## src/rtl/port_afu_rst_sequencer.sv

```systemverilog
// Per-port AFU soft-reset sequencer: gates new TX packets at a packet boundary,
// drains outstanding host reads (bounded by a timeout), then pulses the port reset.
module port_afu_rst_sequencer #(
   parameter int unsigned NUM_PORTS      = 4,
   parameter int unsigned CNT_W          = 10,
   parameter int unsigned RST_CYCLES     = 16,
   parameter int unsigned TIMEOUT_CYCLES = 4096
) (
   input  logic                         clk,
   input  logic                         rst_n,
   input  logic [NUM_PORTS-1:0]         i_rst_req,
   input  logic [NUM_PORTS-1:0]         i_sop_hs,
   input  logic [NUM_PORTS-1:0]         i_eop_hs,
   input  logic [NUM_PORTS-1:0]         i_rd_req_hs,
   input  logic [NUM_PORTS-1:0]         i_cpl_last_hs,
   output logic [NUM_PORTS-1:0]         o_tx_gate,
   output logic [NUM_PORTS-1:0]         o_port_rst_n,
   output logic [NUM_PORTS-1:0]         o_busy,
   output logic [NUM_PORTS-1:0]         o_timeout,
   output logic [NUM_PORTS-1:0]         o_cnt_err,
   output logic [NUM_PORTS*CNT_W-1:0]   o_outstanding
);

   localparam int unsigned RC_W = $clog2(RST_CYCLES + 1);
   localparam int unsigned TO_W = $clog2(TIMEOUT_CYCLES + 1);

   typedef enum logic [1:0] {
      ST_RUN,
      ST_BLOCK,
      ST_DRAIN,
      ST_RESET
   } state_e;

   for (genvar p = 0; p < NUM_PORTS; p++) begin : g_port
      state_e            state_q, state_d;
      logic [RC_W-1:0]   rcnt_q, rcnt_d;
      logic [TO_W-1:0]   tcnt_q, tcnt_d;
      logic [CNT_W-1:0]  out_q, out_d;
      logic              in_pkt_q, in_pkt_d;
      logic              tmo_q, tmo_d;
      logic              err_q, err_d;
      logic              gate_q, prst_q, busy_q;
      logic              inc, dec;

      assign inc = i_rd_req_hs[p] & ~i_cpl_last_hs[p];
      assign dec = i_cpl_last_hs[p] & ~i_rd_req_hs[p];

      always_comb begin
         state_d  = state_q;
         rcnt_d   = rcnt_q;
         tcnt_d   = tcnt_q;
         out_d    = out_q;
         tmo_d    = tmo_q;
         err_d    = err_q;
         in_pkt_d = in_pkt_q;

         if (i_eop_hs[p]) begin
            in_pkt_d = 1'b0;
         end else if (i_sop_hs[p]) begin
            in_pkt_d = 1'b1;
         end

         // The AFU is held in reset, so any packet in flight is abandoned.
         if (state_q == ST_RESET) begin
            out_d    = '0;
            in_pkt_d = 1'b0;
         end else if (inc) begin
            if (out_q == '1) begin
               err_d = 1'b1;
            end else begin
               out_d = out_q + 1'b1;
            end
         end else if (dec) begin
            if (out_q == '0) begin
               err_d = 1'b1;
            end else begin
               out_d = out_q - 1'b1;
            end
         end

         case (state_q)
            ST_RUN: begin
               if (i_rst_req[p]) begin
                  tmo_d   = 1'b0;
                  tcnt_d  = '0;
                  state_d = in_pkt_d ? ST_BLOCK : ST_DRAIN;
               end
            end
            ST_BLOCK: begin
               if (i_eop_hs[p]) begin
                  tcnt_d  = '0;
                  state_d = ST_DRAIN;
               end
            end
            ST_DRAIN: begin
               // An empty count wins over an expiring timer in the same cycle.
               if (out_d == '0) begin
                  rcnt_d  = RC_W'(RST_CYCLES);
                  state_d = ST_RESET;
               end else if (tcnt_q == TO_W'(TIMEOUT_CYCLES - 1)) begin
                  tmo_d   = 1'b1;
                  rcnt_d  = RC_W'(RST_CYCLES);
                  state_d = ST_RESET;
               end else begin
                  tcnt_d = tcnt_q + 1'b1;
               end
            end
            default: begin
               if (rcnt_q == RC_W'(1)) begin
                  state_d = ST_RUN;
               end else begin
                  rcnt_d = rcnt_q - 1'b1;
               end
            end
         endcase
      end

      always_ff @(posedge clk or negedge rst_n) begin
         if (!rst_n) begin
            state_q  <= ST_RESET;
            rcnt_q   <= RC_W'(RST_CYCLES);
            tcnt_q   <= '0;
            out_q    <= '0;
            in_pkt_q <= 1'b0;
            tmo_q    <= 1'b0;
            err_q    <= 1'b0;
            gate_q   <= 1'b0;
            prst_q   <= 1'b0;
            busy_q   <= 1'b1;
         end else begin
            state_q  <= state_d;
            rcnt_q   <= rcnt_d;
            tcnt_q   <= tcnt_d;
            out_q    <= out_d;
            in_pkt_q <= in_pkt_d;
            tmo_q    <= tmo_d;
            err_q    <= err_d;
            gate_q   <= (state_d == ST_RUN);
            prst_q   <= (state_d != ST_RESET);
            busy_q   <= (state_d != ST_RUN);
         end
      end

      assign o_tx_gate[p]                    = gate_q;
      assign o_port_rst_n[p]                 = prst_q;
      assign o_busy[p]                       = busy_q;
      assign o_timeout[p]                    = tmo_q;
      assign o_cnt_err[p]                    = err_q;
      assign o_outstanding[p*CNT_W +: CNT_W] = out_q;
   end

endmodule

```

## config.mk

```make
export PLATFORM = sky130hd
export DESIGN_NAME = port_afu_rst_sequencer
export DESIGN_NICKNAME = d
export VERILOG_FILES = /design/src/rtl/port_afu_rst_sequencer.sv
export SDC_FILE = /design/constraint.sdc
export NUM_CORES = 1
export LEC_CHECK = 0
export CORE_MARGIN = 3
export CORE_UTILIZATION = 30
export CTS_BUF_LIST = sky130_fd_sc_hd__clkbuf_8
export DETAILED_ROUTE_END_ITERATION = 10
export REMOVE_ABC_BUFFERS = 1
export SYNTH_ARGS = -nofsm -noshare
export SYNTH_HDL_FRONTEND = slang
export SYNTH_SLANG_ARGS = --single-unit
```

## constraint.sdc

```tcl
create_clock -name clk -period 3.6 [get_ports clk]
set_input_delay 0.54 -clock clk [delete_from_list [all_inputs] [get_ports clk]]
set_output_delay 0.54 -clock clk [all_outputs]
set_load 0.01 [all_outputs]
```

* Word-level counts from Yosys, hierarchy flattened
Index checks and enable logic that the tools add are counted.
** Storage, ports and cells
- Bits in registers :: 144
- Input bits :: 22
- Word-level logic and storage cells :: 324
** Cells by class
- Add/sub/neg operators :: 16
- Eq/ne operators :: 60
- Mux-type cells :: 128
- Bitwise operators :: 24
- Reductions and logical operators :: 56
** Operators with widths (count)
- 2-to-1 mux 13 bit :: 16
- 2-to-1 mux 10 bit :: 20
- case mux 13 bit (3 select lines) :: 4
- logical NOT 10 bit :: 8
- 2-to-1 mux 5 bit :: 12
- adder 13 x 1 -> 13 bit (second input constant) :: 4
- equality test 13 x 12 -> 1 bit (second input constant) :: 4
- 2-to-1 mux 2 bit :: 24
- != test 2 bit (second input constant) :: 24
- adder 10 x 1 -> 10 bit (second input constant) :: 4
- equality test 10 bit (second input constant) :: 4
- 2-to-1 mux 1 bit :: 40
- case mux 5 bit (2 select lines) :: 4
- subtractor 10 x 1 -> 10 bit (second input constant) :: 4
- AND reduction 4 bit :: 8
- nonzero test 2 bit :: 16
- case mux 2 bit (3 select lines) :: 4
- equality test 5 x 1 -> 1 bit (second input constant) :: 4
- AND reduction 5 bit :: 4
- subtractor 5 x 1 -> 5 bit (second input constant) :: 4
- equality test 2 bit (second input constant) :: 8
- logical NOT 2 bit :: 8
- != test 2 x 1 -> 1 bit (second input constant) :: 8
- NOT 1 bit :: 16
- other kinds (7) :: 32

* Logic depth before layout (Yosys ltp)
- Depth after elaboration :: 9
- Depth in mapped cells :: 12
- Mapped depth without buffers :: 11

* Worst setup path before layout
OpenSTA, ideal clock, no wires.
- Path kind :: register to register
- From :: reg g_port[1].out_q[0]
- To :: reg g_port[1].rcnt_q[1]
- Arrival time :: 3.033 ns
- Required time :: 3.472 ns
- Setup slack :: 0.440 ns
- Cell stages (with the launch flop) :: 10
- Buffers on the path :: 0
- Cells stage by stage :: dfrtp_1 inv_1 ha_1 or4b_4 o311a_1 or4b_1 or4_1 nor4_2 o21ai_2 mux2_1
** Between the ends
- Word-level cells in the longest chain between the ends :: 8
** RTL lines
- start: declaration :: RTL line 38 : logic [CNT_W-1:0] out_q, out_d;
- start signal: assignment :: RTL line 134 : out_q <= out_d;
- subtractor 10 x 1 -> 10 bit / logical NOT 10 bit (equally long branches) :: RTL line 77, 74
- 2-to-1 mux 10 bit :: RTL line 74 : if (out_q == '0) begin
- 2-to-1 mux 10 bit :: RTL line 73 : end else if (dec) begin
- 2-to-1 mux 10 bit * :: RTL line 67 : end else if (inc) begin
- 2-to-1 mux 10 bit * :: RTL line 64 : if (state_q == ST_RESET) begin
- logical NOT 10 bit * :: RTL line 97 : if (out_d == '0) begin
- != test 3 bit (no source line) / 2-to-1 mux 5 bit (equally long branches)
- AND reduction 3 bit (no source line) / case mux 5 bit (2 select lines) (equally long branches)
- end signal: assignment :: RTL line 121 : rcnt_q <= RC_W'(RST_CYCLES);
- end signal: assignment :: RTL line 132 : rcnt_q <= rcnt_d;
- end: declaration :: RTL line 36 : logic [RC_W-1:0] rcnt_q, rcnt_d;
Every way passes the cells marked *; elsewhere a longest branch is shown, timed or not.
A chain may end at the register's enable or synchronous reset.

* Final worst setup path
- From :: reg g_port[1].out_q[0]
- To :: reg g_port[1].tcnt_q[2]
** Between the ends
- Word-level cells in the longest chain between the ends :: 8
** RTL lines
- subtractor 10 x 1 -> 10 bit / logical NOT 10 bit (equally long branches) :: RTL line 77, 74
- 2-to-1 mux 10 bit :: RTL line 74
- 2-to-1 mux 10 bit :: RTL line 73
- 2-to-1 mux 10 bit * :: RTL line 67
- 2-to-1 mux 10 bit * :: RTL line 64
- logical NOT 10 bit * :: RTL line 97
- != test 2 bit (no source line) *
- AND reduction 5 bit (no source line) *
- end signal: assignment :: RTL line 133 : tcnt_q <= tcnt_d;
- end: declaration :: RTL line 37 : logic [TO_W-1:0] tcnt_q, tcnt_d;
Marks and branches as above.

==> results_dict.tcl <==
set metrics [dict create \
    synthTopCellsByCount "dfrtp_1, nor2_1, inv_1" \
    synth_top_area_cell "dfrtp_1" \
    antenna_found_initial 0 \
    cp.arrival_ns 3.64 \
    die_area_sq_um 33300 \
    wl_met1_um 11100 \
    postPlaceCellArea_sq_um 10800 \
    timing.rr.start "g_port[1].out_q[0]$_DFF_PN0_" \
    cp.required_ns 3.92 \
    p_leak_nw 4.81 \
    drive_gt1_share_pct 12.0 \
    fin_area_sq_um 11200 \
    drcViolationCount 0 \
    worst-path-max-fanout 11 \
    net-switching-power_w 0.00329 \
    rrSetupSlack_ns 0.28 \
    grt_overflow 0 \
    rr_worst_depth 9 \
    critical_path_class "flip-flop to flip-flop" \
    fin_worst_skew_ns 0.0161 \
    clk_latency_ns 0.45 \
    comb_power_share_pct 49.5 \
    outcome "finished, final reports clean" \
    power.share.clock_pct 17.4 \
    synth_ff_type "dfrtp_1" \
    cts_tree "done" \
    rows 64 \
    via_count 8482 \
    dr.pass1.iters 6 \
    synth.distinct_cells 78 \
    drt-vias-per-instance 5.39 \
    yosysMostFrequentCell "dfrtp_1" \
    synth-seq-cells 144 \
    syn_inst 1077 \
    n_antenna_cell 0 \
    io_buffers 81 \
    dr_wl_met2_um 10700 \
    globalplace.congestion 0.851 \
    postRouteAntennaNets 0 \
    drt-initial-drc-count 500 \
    fp.dieH_um 183 \
    initial_utilization_pct 30.5 \
    fin_crit_sh_pct 92.3 \
    maxSlewHeadroom_pct 54.7 \
    whs_ns 0.0818 \
    min_period_ns 3.32 \
    hpwl_um 16300 \
    peakVddDrop_mv 0.296 \
    finalWorstSetupSlack_ns 0.279 \
    seq_area_frac_synth_pct 38.7 \
    highest_layer "met4" \
    utilization_pct 36.5 \
    core-area_sq_um 30700 \
    cts.hold.buffers_added 0 \
    setup_violations 0 \
    hold_viol 0 \
    final_max_slew_viol_count 0 \
    maxCapViolations 0 \
    min_path_type "input port to asynchronous set/reset pin" \
    grtUsageTotal_pct 14.0 \
    wl_met3_um 1000 \
    tightest_slew_ns 0.680 \
    numCtsBuffers 17 \
    ios 82 \
    clk_path_buf_depth 2 \
    grt_first_pass_wirelength_um 39600 \
    end_kind "flip-flop" \
    rsz0062_at_grt "false" \
    avgRoutedWirePerCell_um 14.7 \
    num-nets-final 1216 \
    numClockSinks 144 \
    wl_um 23100 \
    preCtsSetupSlack_ns -0.174 \
    syn-cell-area_sq_um 9350 \
    clock-root-buffer "clkbuf_8" \
    synth-edff-count 0 \
    clk_pin_slew_worst_paths_ns 0.08 \
    postSynthAreaPerCell_sq_um 8.68 \
    powerDensity_nw_per_um2 686 \
    start_kind "flip-flop" \
    swShare_pct 42.8 \
    post_cts_resized 0 \
    ctsHtreeMaxLevel 4 \
    grt_max_degree 70 \
    r2r-end "g_port[1].tcnt_q[2]$_DFFE_PN0P_" \
    area_growth_pct 19.8 \
    internal_power_w 0.00440 \
    synth_warnings 0 \
    seqPwrFrac_pct 33.1 \
    synth_top_area_share_pct 34.2 \
    fmax_mhz 301 \
    grt_pass1_vias 8138 \
    synth_top_cells_by_area "dfrtp_1, dfstp_2, nor2_1" \
    finalPower_w 0.00769 \
    post_cts_buffers 0 \
    synthArstFlopShare_pct 100 \
    dieWidth_um 183 \
]
[cell usage in the layout (no fill, tap or decap), drive strengths merged, types with 24 or more instances in the layout]
master and instances:
nand3 43, ha 28, buf 67, o31ai 24, nor3 31, nor2 100, nor4 24, clkdlybuf4s50 80
and3 36, dfrtp 128, nand2 58, o21ai 55, nand2b 24, a21oi 38, inv 74, nand4 24
a31oi 28
[routing by layer]
layer	up-vias	GRT usage, %
met4	0	4.02
met1	4068	19.1
li1	4169	-
met5	-	0
met2	215	22.6
met3	30	2.83
[state kept, by name, indices dropped and copies added, names as in the netlist]
name,flops
g_port.gate_q,4
g_port.err_q,4
g_port.out_q,40
g_port.tmo_q,4
g_port.in_pkt_q,4
g_port.busy_q,4
g_port.tcnt_q,52
g_port.rcnt_q,20
g_port.state_q,8
g_port.prst_q,4
[cell type report]
class                           instances  area [sq um]
Sequential cell                       144          3620
Multi-Input combinational cell        785          5090
Inverter                               71           267
Timing Repair Buffer                  147          1330
Fill cell                            3162         19500
Tap cell                              396           495
Clock inverter                         15           170
Clock buffer                           17           234
[cell families after synthesis]
kind of cell,count (synthesis),synth area share [%]
AO/OA/AOI/OAI,281,21.0
multiplexers,19,2.09
XOR/XNOR,17,1.59
adder cells (fa/ha/maj),28,3.75
AND/OR/NAND/NOR,440,25.9
buffers and inverters,148,6.96
flip-flops,144,38.7
[how the worst max path moves through the flow]
stage / cells after the start / from / endpoint / slack [ns]
2_1_floorplan: 10 / g_port[0].out_q[0]$_DFF_PN0_ / g_port[0].rcnt_q[1]$_DFFE_PN0P_ / -0.44
5_1_grt: 12 / g_port[2].out_q[0]$_DFF_PN0_ / g_port[2].tcnt_q[12]$_DFFE_PN0P_ / 0.02
3_5_place_dp: 11 / i_rd_req_hs[1] / g_port[1].tcnt_q[10]$_DFFE_PN0P_ / -0.17
6_report: 9 / g_port[1].out_q[0]$_DFF_PN0_ / g_port[1].tcnt_q[2]$_DFFE_PN0P_ / 0.28
4_1_cts: 9 / g_port[1].out_q[0]$_DFF_PN0_ / g_port[1].tcnt_q[2]$_DFFE_PN0P_ / 0.26
3_3_place_gp: 10 / i_cpl_last_hs[1] / g_port[1].rcnt_q[1]$_DFFE_PN0P_ / -0.13
[critical path: stages (launching register included)]
cell and delay [ns]:
dfrtp_1 0.46, inv_1 0.14, ha_1 0.19, or4b_4 0.48, o311a_1 0.35, or4b_1 0.46, or4_1 0.42, nor4_2 0.22
or3_2 0.33, o21ai_0 0.13
[power groups by stage]
stage,clock network [W],registers [W],logic (W)
after floorplan,0,0.00252,0.00233
after global placement,0,0.00256,0.00376
after detailed placement,0,0.00257,0.00379
after CTS,0.00140,0.00254,0.00382
after global routing,0.00146,0.00263,0.00427
final,0.00134,0.00255,0.00380
[stage by stage]
step / instances / TNS, ns
4_1_cts: 1575 / 0
2_1_floorplan: 1000 / -6.54
3_3_place_gp: 1543 / -1.68
3_5_place_dp: 1543 / -3.91
6_report: 1575 / 0
5_1_grt: 1575 / 0
Note: power is estimated with default switching activity, not from simulation.
